### src/rtl/serial_tx_pkg.sv
// Shared types and constants for the serial frame transmitter.
// The parity helper is also used by the matching receiver.
package serial_tx_pkg;

  typedef enum logic [2:0] {
    ST_IDLE,
    ST_START,
    ST_DATA,
    ST_PARITY,
    ST_STOP
  } tx_state_t;

  localparam int DEF_DATA_WIDTH = 8;
  localparam int DEF_STOP_BITS  = 1;
  localparam int FRAME_LEN      = 2 + DEF_DATA_WIDTH + DEF_STOP_BITS;

  localparam logic LINE_IDLE  = 1'b1;
  localparam logic LINE_START = 1'b0;
  localparam logic LINE_STOP  = 1'b1;

  // Zero-extension does not change the XOR, so narrower words can be widened freely.
  function automatic logic odd_parity(input logic [31:0] data);
    return ~^data;
  endfunction

endpackage

### src/rtl/tx_hold_reg.sv
// One-entry valid/ready holding buffer in front of the transmit shifter.
// ready is a register, so valid never reaches ready combinationally.
module tx_hold_reg #(
  parameter int WIDTH = 8
) (
  input  logic             clk,
  input  logic             arst,
  input  logic [WIDTH-1:0] push_data,
  input  logic             valid,
  output logic             ready,
  input  logic             drain,
  output logic             full,
  output logic [WIDTH-1:0] hold_data
);

  logic [WIDTH-1:0] data_reg;
  logic             full_reg;
  logic             full_next;
  logic             ready_reg;
  logic             accept;

  assign accept = valid & ready_reg;

  // Accept and drain are mutually exclusive: accept needs empty, drain needs full.
  always_comb begin
    full_next = full_reg;
    if (accept) begin
      full_next = 1'b1;
    end else if (drain) begin
      full_next = 1'b0;
    end
  end

  always_ff @(posedge clk) begin
    if (arst) begin
      full_reg  <= 1'b0;
      ready_reg <= 1'b1;
      data_reg  <= '0;
    end else begin
      full_reg  <= full_next;
      ready_reg <= ~full_next;
      if (accept) begin
        data_reg <= push_data;
      end
    end
  end

  assign ready     = ready_reg;
  assign full      = full_reg;
  assign hold_data = data_reg;

endmodule

### src/rtl/serial_tx.sv
// Serial frame transmitter: start, data LSB first, odd parity, stop bit(s).
// One bit position per enabled clock; back-to-back frames with no idle gap.
module serial_tx
  import serial_tx_pkg::*;
#(
  parameter int DATA_WIDTH = DEF_DATA_WIDTH,
  parameter int STOP_BITS  = DEF_STOP_BITS
) (
  input  logic                  clk,
  input  logic                  arst,
  input  logic                  en,
  input  logic [DATA_WIDTH-1:0] in_byte,
  input  logic                  valid,
  output logic                  ready,
  output logic                  out_bit,
  output logic                  busy,
  output logic                  done
);

  localparam int CW = (DATA_WIDTH > 1) ? $clog2(DATA_WIDTH) : 1;
  localparam logic [CW-1:0] LAST_BIT  = CW'(DATA_WIDTH - 1);
  localparam logic          LAST_STOP = 1'(STOP_BITS - 1);

  tx_state_t             state_reg, state_next;
  logic [DATA_WIDTH-1:0] shift_reg, shift_next;
  logic [CW-1:0]         bit_cnt_reg, bit_cnt_next;
  logic                  stop_cnt_reg, stop_cnt_next;
  logic                  parity_reg, parity_next;
  logic                  out_reg, out_next;
  logic                  done_reg, done_next;

  logic                  hold_full;
  logic [DATA_WIDTH-1:0] hold_data;
  logic                  drain;

  tx_hold_reg #(
    .WIDTH(DATA_WIDTH)
  ) u_hold (
    .clk      (clk),
    .arst     (arst),
    .push_data(in_byte),
    .valid    (valid),
    .ready    (ready),
    .drain    (drain),
    .full     (hold_full),
    .hold_data(hold_data)
  );

  // out_next is the level of the bit position being entered on this edge.
  always_comb begin
    state_next    = state_reg;
    shift_next    = shift_reg;
    bit_cnt_next  = bit_cnt_reg;
    stop_cnt_next = stop_cnt_reg;
    parity_next   = parity_reg;
    out_next      = out_reg;
    done_next     = 1'b0;
    drain         = 1'b0;

    if (en) begin
      case (state_reg)
        ST_IDLE: begin
          out_next = LINE_IDLE;
          drain    = hold_full;
        end
        ST_START: begin
          out_next     = shift_reg[0];
          shift_next   = shift_reg >> 1;
          bit_cnt_next = '0;
          state_next   = ST_DATA;
        end
        ST_DATA: begin
          if (bit_cnt_reg == LAST_BIT) begin
            out_next   = parity_reg;
            state_next = ST_PARITY;
          end else begin
            out_next     = shift_reg[0];
            shift_next   = shift_reg >> 1;
            bit_cnt_next = bit_cnt_reg + 1'b1;
          end
        end
        ST_PARITY: begin
          out_next      = LINE_STOP;
          stop_cnt_next = 1'b0;
          state_next    = ST_STOP;
        end
        ST_STOP: begin
          if (stop_cnt_reg == LAST_STOP) begin
            done_next  = 1'b1;
            out_next   = LINE_IDLE;
            state_next = ST_IDLE;
            drain      = hold_full;
          end else begin
            out_next      = LINE_STOP;
            stop_cnt_next = stop_cnt_reg + 1'b1;
          end
        end
        default: begin
          out_next   = LINE_IDLE;
          state_next = ST_IDLE;
        end
      endcase

      // Loading the shifter overrides the idle/stop path so a queued byte starts at once.
      if (drain) begin
        shift_next  = hold_data;
        parity_next = odd_parity(32'(hold_data));
        out_next    = LINE_START;
        state_next  = ST_START;
      end
    end
  end

  always_ff @(posedge clk) begin
    if (arst) begin
      state_reg    <= ST_IDLE;
      shift_reg    <= '0;
      bit_cnt_reg  <= '0;
      stop_cnt_reg <= 1'b0;
      parity_reg   <= 1'b0;
      out_reg      <= LINE_IDLE;
      done_reg     <= 1'b0;
    end else begin
      state_reg    <= state_next;
      shift_reg    <= shift_next;
      bit_cnt_reg  <= bit_cnt_next;
      stop_cnt_reg <= stop_cnt_next;
      parity_reg   <= parity_next;
      out_reg      <= out_next;
      done_reg     <= done_next;
    end
  end

  assign out_bit = out_reg;
  assign busy    = (state_reg != ST_IDLE);
  assign done    = done_reg;

endmodule
### config.mk
export PLATFORM = sky130hd
export DESIGN_NAME = serial_tx
export DESIGN_NICKNAME = d
export VERILOG_FILES = /design/src/rtl/serial_tx_pkg.sv /design/src/rtl/tx_hold_reg.sv /design/src/rtl/serial_tx.sv
export SDC_FILE = /design/constraint.sdc
export NUM_CORES = 1
export LEC_CHECK = 0
export CORE_MARGIN = 5
export CORE_UTILIZATION = 54
export DETAILED_ROUTE_END_ITERATION = 6
export PLACE_DENSITY = 0.79
export SYNTH_ARGS = -nofsm -noshare
export SYNTH_HDL_FRONTEND = slang
export SYNTH_HIERARCHICAL = 1
export SYNTH_SLANG_ARGS = --single-unit
export TNS_END_PERCENT = 20
### constraint.sdc
create_clock -name clk -period 2.05 [get_ports clk]
set_input_delay 0.615 -clock clk [delete_from_list [all_inputs] [get_ports clk]]
set_output_delay 0.615 -clock clk [all_outputs]
set_load 0.005 [all_outputs]
==> results, run 1 <==
- The path category of the worst min-delay check is flop to flop.
- The worst IR drop on VDD is 427 uV.
- Wires add up to 2540 um.
- The total clock sinks is 27.
- For the final database, setup skew stands at 11.4 ps.
- The smallest setup slack after layout is 147 ps.
- The type of destination of the critical path is an output port.
- In this run the cell area measured after placement is 0.00156 mm2.
- For this design the static power due to leakage is 0.584 nW.
- The number of nets produced by synthesis is 155.
- The worst-skew pair later-pin latency is 330 ps.
- The hold violation count in the final report came to 0.
- The initial antenna violation count is 0.
- Of all nets on the critical path, the largest fanout is 2.
- The worst slew margin relative to its limit is 0.730.
- The clock root buffer master is sky130_fd_sc_hd__clkbuf_4.
- After detailed routing, the average wire length per cell comes to 13.7 um.
- The first-pass iteration count of the detailed router is 4.
- For this block, the via count after detailed routing is 1,020.
- In this design, the stage delay of the slowest critical-path cell is 350 ps.
- The antenna diode count is 0.
- The critical path goes through or3_1 > dlygate4sd2_1.
- TritonCTS built the clock tree.
- The pin slew with the least headroom to its limit is 405 ps.
- The gate count of the mapped netlist is 141.
- STA puts the critical path data arrival time at 1290 ps.
- The total negative setup slack is 0 ps.
- Entering global routing, the biggest net connects 29 pins.
- The floorplan row count is 18.
- In the final design database the tool counted 171 nets.
- In this design, the largest share of critical-path delay is due to flip-flops.
- In this run the number of H-tree levels came out at 1.
- The portion of the post-synthesis area used by sequential elements is 0.387.
- The post-DP HPWL is 1860 um.
- The number of CTS-inserted buffers is 3.
- Prior to clock tree synthesis, the placed netlist has a worst setup slack of 84.9 ps.
- The maximum clock frequency is 0.526 GHz.
- The overall overflow remaining after global route is 0.
- In this run the horizontal extent of the chip is 60.9 um.
- The last weighted congestion value of the routability-driven placer is 0.802.
- The worst path in the final design needs a cycle of 1900 ps, including I/O delays and setup.
- STA classifies the critical path startpoint as a flop.
- The via count of the first global-routing pass is 1,043.
- After routing the design area is 0.00159 mm2.
- The synthesized design contains 27 register bits.
- The wire length of the first global-routing pass is 4350 um.
- The number of ports placed on the die boundary is 16.
- The number of cells in the finished layout apart from fillers is 186.
- Across the run, the number of max-cap violations was 0.
- The die extent in y is 60.9 um.
- The max-slew violation count is 0.
- The number of routed nets with antenna violations is 0.
- The number of design rule violations left after detail routing is 0.
- The fraction of post-synthesis cell area in the top cell type by area is 0.387.
- Setup repair after global routing left no endpoint under its margin.
- The mean post-synth cell area is 9.90 um2.
- The synthesis-to-layout area growth is 14.0%.
- The die covers 0.00370 mm2.
- The mean number of vias per cell is 5.48.
- The number of buffers added on ports is 15.
- The placed cell count is 182.
- The critical path is of the flop to output port type.
- The post-synthesis instance area is 0.00140 mm2.
- In this run, distinct cell masters in the synthesized netlist total 36.
- The slowest stage cell on the critical path is sky130_fd_sc_hd__dfxtp_2.
- Total power for the finished layout comes to 1.03 mW.
- For this run, the total global-route usage over all layers was measured as 0.155.
- The largest total area in the synthesized netlist belongs to sky130_fd_sc_hd__dfxtp_1.
- The number of setup buffers added after CTS is 0.
- The fraction of final layout cells with drive strength greater than 1 is 0.224.
- The initial utilization of the core area, before any placement, comes to 0.564.
- The final number of setup-violating endpoints is 0.
- The count of warnings emitted by yosys is 6.
- Yosys attributes the largest share of cell area to sky130_fd_sc_hd__dfxtp_1, sky130_fd_sc_hd__mux2i_1, sky130_fd_sc_hd__a211oi_2.
- The largest buffer count on any clock path is 2.
- The flow ran to the end, and the final reports show no timing, DRC or antenna violations.
- Counting both buffers and inverters, the worst setup path holds a total of 1.
- In this run, the number of DRC markers left after iteration 0 of detailed routing was 50.
- Of the available clock period, the critical path in the final layout requires 0.928.
- The core region area is 0.00248 mm2.
- After clock tree synthesis, the clock-pin slew on the worst setup and hold paths is 150 ps.
- At the worst endpoint, the required time is 1430 ps.
- Power spread over the standard cell area amounts to 646 mW/mm2.
[timing repair]
item                                    CTS  global route
hold buffers                              0             0
endpoints found under the setup margin    1             0
resized for setup                         2             0
[worst min-delay path: stages (launching register included)]
cell and delay, ps:
sky130_fd_sc_hd__dfxtp_1 340, sky130_fd_sc_hd__nand2b_1 60, sky130_fd_sc_hd__a21oi_1 60
[placed cells by master, fill, tap and decap left out, types with 2 or more instances in the layout]
cell type	count
sky130_fd_sc_hd__a21bo_2	7
sky130_fd_sc_hd__nor2_1	10
sky130_fd_sc_hd__a211oi_2	7
sky130_fd_sc_hd__xnor2_1	6
sky130_fd_sc_hd__o31ai_1	2
sky130_fd_sc_hd__inv_1	3
sky130_fd_sc_hd__nor2b_1	3
sky130_fd_sc_hd__nor3b_1	2
sky130_fd_sc_hd__buf_4	7
sky130_fd_sc_hd__dfxtp_1	26
sky130_fd_sc_hd__clkbuf_4	3
sky130_fd_sc_hd__clkdlybuf4s50_1	14
sky130_fd_sc_hd__nand3b_1	2
sky130_fd_sc_hd__nor2_2	3
sky130_fd_sc_hd__nor4b_2	2
sky130_fd_sc_hd__ha_1	2
sky130_fd_sc_hd__nand2_1	4
sky130_fd_sc_hd__a21oi_1	13
sky130_fd_sc_hd__mux2i_1	9
sky130_fd_sc_hd__a22oi_1	4
sky130_fd_sc_hd__nand3_1	8
sky130_fd_sc_hd__nand2b_1	4
[final cells by class]
type                            instances  area (um2)
Clock inverter                          1        7.51
Timing Repair Buffer                   23         221
Inverter                                3        11.3
Multi-Input combinational cell         99         749
Tap cell                               30        37.5
Clock buffer                            3        22.5
Fill cell                             215         886
Sequential cell                        27         542
[per-layer routing]
layer | share of wire | global-route usage
met1 | 0.44 | 0.177
met2 | 0.52 | 0.267
met5 | 0 | 0
met4 | 0.0094 | 0.0774
met3 | 0.032 | 0.0383
[report_power, final]
part | total (mW) | switching [mW] | internal (mW)
Clock | 0.232 | 0.157 | 0.0746
Sequential | 0.578 | 0.0215 | 0.557
Combinational | 0.217 | 0.104 | 0.113
[synthesized netlist by cell type, drive strengths merged]
| library cell | number |
|---|---|
| nand4b | 1 |
| nor2b | 3 |
| a22oi | 4 |
| nor3b | 3 |
| a21oi | 14 |
| nor2 | 13 |
| ha | 2 |
| nor4b | 3 |
| inv | 3 |
| nand3b | 2 |
| nand2 | 4 |
| xor2 | 1 |
| o21ai | 2 |
| nand2b | 4 |
| buf | 9 |
| a21bo | 8 |
| or3 | 1 |
| a21o | 1 |
| mux2i | 9 |
| nand3 | 8 |
| clkbuf | 3 |
| dfxtp | 27 |
| a211oi | 7 |
| xnor2 | 6 |
| o31ai | 2 |
| o31a | 1 |
[worst paths after layout]
path                       start           end  slack, ps  cells after the start
hold / removal      shift_reg[7]  shift_reg[7]        500                      2
hold reg to reg     shift_reg[7]  shift_reg[7]        500                      2
setup reg to reg  bit_cnt_reg[0]  shift_reg[3]        270                      6
setup / recovery    state_reg[0]          busy        150                      2
[kinds of logic after synthesis]
group	share of synthesized area
buffers and inverters	0.0761
AOI/OAI and AO/OA	0.230
xor gates and xnor gates	0.0439
and+or+nand+nor	0.180
DFF	0.387
adders and majority gates	0.0179
muxes	0.0645
[metrics by stage]
stage	hold slack (ps)	utilization
final	497	0.642
after global routing	531	0.642
after CTS	496	0.642
after detailed placement	474	0.630
after global placement	459	0.630
after floorplan	449	-
(Power assumes the default switching activity.)
==> inputs of run 2 (changes only) <==
CORE_MARGIN = 2   (was 5)
==> run 2 against run 1 <==
Power shrank 0.22%. Count of clock-buffer cells in the layout unchanged. First-iteration DRC count is 60% lower. Wire length decreased by 5.9%. Hold slack lost 3.4 ps. Final cell count unchanged. Cell area barely moved. Largest power group unchanged.
==> results, run 2 (same netlist as run 1, synthesis figures left out) <==
- The worst slew margin relative to its limit is 0.672.
- The number of hold buffers added after CTS was 0.
- The final-layout worst hold slack is 493 ps.
- Traced cell by cell, the critical path runs through or3_1 > dlygate4sd2_1.
- The overall die area is 0.00301 mm2.
- For this design the static power due to leakage is 0.583 nW.
- STA classifies the critical path endpoint as an output port.
- The initial antenna violation count is 0.
- The maximum clock frequency is 0.529 GHz.
- The launch instance of the worst register-to-register path is bit_cnt_reg[0].
- The total negative setup slack is 0 ps.
- Leaving out fill and tap cells, the most frequent cell in the layout is sky130_fd_sc_hd__dfxtp_1.
- The die width is 54.9 um.
- On the worst path, the slowest cell contributes a delay of 360 ps.
- The sequential share of power is 0.564.
- For this block, the via count after detailed routing is 1,032.
- VDD sags by at most 488 uV.
- Once the clock tree was built, the setup fixing pass inserted 0 buffers.
- The path category of the worst min-delay check is flop to flop.
- The floorplan row count is 18.
- After clock tree synthesis, the clock-pin slew on the worst setup and hold paths is 150 ps.
- The number of DRC markers after the initial detailed-route iteration is 20.
- In the layout the commonest cells are sky130_fd_sc_hd__dfxtp_1, sky130_fd_sc_hd__clkdlybuf4s50_1, sky130_fd_sc_hd__a21oi_1.
- The cell family contributing the most delay on the critical path is simple AND/OR/NAND/NOR gates.
- The net count of the finished layout is 171.
- Detailed placement finished with a half-perimeter wire length of 1780 um.
- The clock share of power is 0.226.
- Along the worst path, the maximum fanout reaches 2.
- The share of the cycle needed by the critical path after routing is 0.921.
- The fraction of final layout cells with drive strength greater than 1 is 0.218.
- STA classifies the critical path startpoint as a flop.
- The sum of buffers and inverters on the critical path is 1.
- The tree is rooted in a sky130_fd_sc_hd__clkbuf_4.
- The hold violation count in the final report came to 0.
- The detail route stage leaves a number of antenna-violating nets equal to 0.
- For this run the aggregate overflow at the end of global routing stands at 0.
- Clock tree synthesis inserted a total of 3 buffers.
- In this run the number of H-tree levels came out at 1.
- The worst flop-to-flop path endpoint is shift_reg[3].
- After filler insertion, the fill cell instance count of the layout stands at 206.
- 16 I/O pins were placed.
- The startpoint identified for the worst hold timing path is shift_reg[7].
- The die extent in y is 54.9 um.
- The later pin in the worst-skew pair is clocked with a latency of 320 ps.
- Internal power comes to 0.744 mW.
- The largest net degree at the start of global routing is 28.
- The starting density of the core is 0.569.
- After floorplanning, the core was sized to cover 0.00245 mm2.
- The number of buffers added on ports is 15.
- In the global route stage, overall resource usage came out at 0.171.
- Across all register-to-register paths, the minimum setup slack is 340 ps.
- The via count of the first global-routing pass is 887.
- The first global-routing pass estimated 3690 um of wire.
- The power per cell area is 645 mW/mm2.
- The synthesis-to-layout area growth is 13.9%.
- The minimum clock period after layout is 1890 ps.
- For this run, design rule violations remaining after detail routing come to 0.
- The clock tree from TritonCTS is yes.
- The congestion estimate from routability-driven global placement came to 0.796.
- The type of the worst setup path is flop to output port.
- The final number of setup-violating endpoints is 0.
- The worst hold path was traced through 2 stages.
- The largest buffer count on any clock path is 2.
- Between clock sinks in the finished design, the worst skew comes to 8.59 ps.
- The slowest stage cell on the critical path is sky130_fd_sc_hd__or3_1.
- The worst register-to-register path has a depth of 6.
- The max-capacitance violation count is 0.
- The combined area of the multi-input logic cells is 749 um2.
- The net switching power is 0.281 mW.
- The pin slew with the least headroom to its limit is 491 ps.
- The antenna diode count is 0.
- Data on the critical path is required at its endpoint by 1430 ps.
- The first detailed-routing pass ran for 4 iterations.
- Registers take 541 um2.
- The total clock sinks is 27.
- For the worst setup path, the data arrival time is 1270 ps.
- Using the TritonRoute via totals, the vias-per-cell ratio works out to 5.55.
- The utilization of the core after routing is 0.648.
- The flow ran to the end, and the final reports show no timing, DRC or antenna violations.
- Setup repair after global routing left no endpoint under its margin.
- Wires add up to 2390 um.
- Gates resized during post-CTS repair numbered 1.
- For hold timing, the worst endpoint is shift_reg[7].
- The max-slew violation count is 0.
- Of the total power, combinational logic draws 0.210.
- Dividing the detail-routed wire length by the instance count gives 12.9 um.
- Of the total power, the share spent switching nets is 0.274.
## run 2: cell type report
class,instances,area share
Timing Repair Buffer,23,0.139
Sequential cell,27,0.340
Clock inverter,1,0.00472
Multi-Input combinational cell,99,0.471
Clock buffer,3,0.0142
Inverter,3,0.00708
Tap cell,30,0.0236
## run 2: power by group through the flow
stage | registers (mW) | logic (mW) | clock network (mW)
global placement | 0.588 | 0.211 | 0
finish | 0.578 | 0.216 | 0.232
floorplan | 0.585 | 0.170 | 0
CTS | 0.578 | 0.218 | 0.239
global route | 0.582 | 0.235 | 0.262
detailed placement | 0.589 | 0.219 | 0
## run 2: metrics by stage
step / power, mW / cells / instance area [um2] / setup slack, ps
3_3_place_gp: 0.799 / 182 / 1560 / 164
6_report: 1.03 / 186 / 1590 / 161
3_5_place_dp: 0.808 / 182 / 1560 / 49.4
5_1_grt: 1.08 / 186 / 1590 / 86.5
4_1_cts: 1.04 / 186 / 1590 / 140
2_1_floorplan: 0.755 / 141 / 1400 / 472
## run 2: how the worst max path moves through the flow
stage	startpoint	endpoint	slack (ps)	cells after the start
4_1_cts	state_reg[0]	busy	140	2
3_3_place_gp	en	bit_cnt_reg[1]	160	5
2_1_floorplan	bit_cnt_reg[0]	shift_reg[0]	470	7
5_1_grt	state_reg[0]	busy	90	2
6_report	state_reg[0]	busy	160	2
3_5_place_dp	en	bit_cnt_reg[1]	50	5
## run 2: worst register-to-register path, delay by kind of cell, from the launching register on
kind	cells	cell delay [ps]
AOI/OAI and AO/OA	2	490
adders and majority gates	2	470
DFF	1	350
and+or+nand+nor	2	340
## run 2: layer usage
metal  track usage  up-vias  part of all wire  wire length [um]
li1              -      531                 -                 -
met1         0.202      485              0.45              1080
met2         0.300       12              0.51              1230
met3        0.0273        4             0.022                52
met4        0.0750        0             0.014                34
met5             0        -                 0                 0
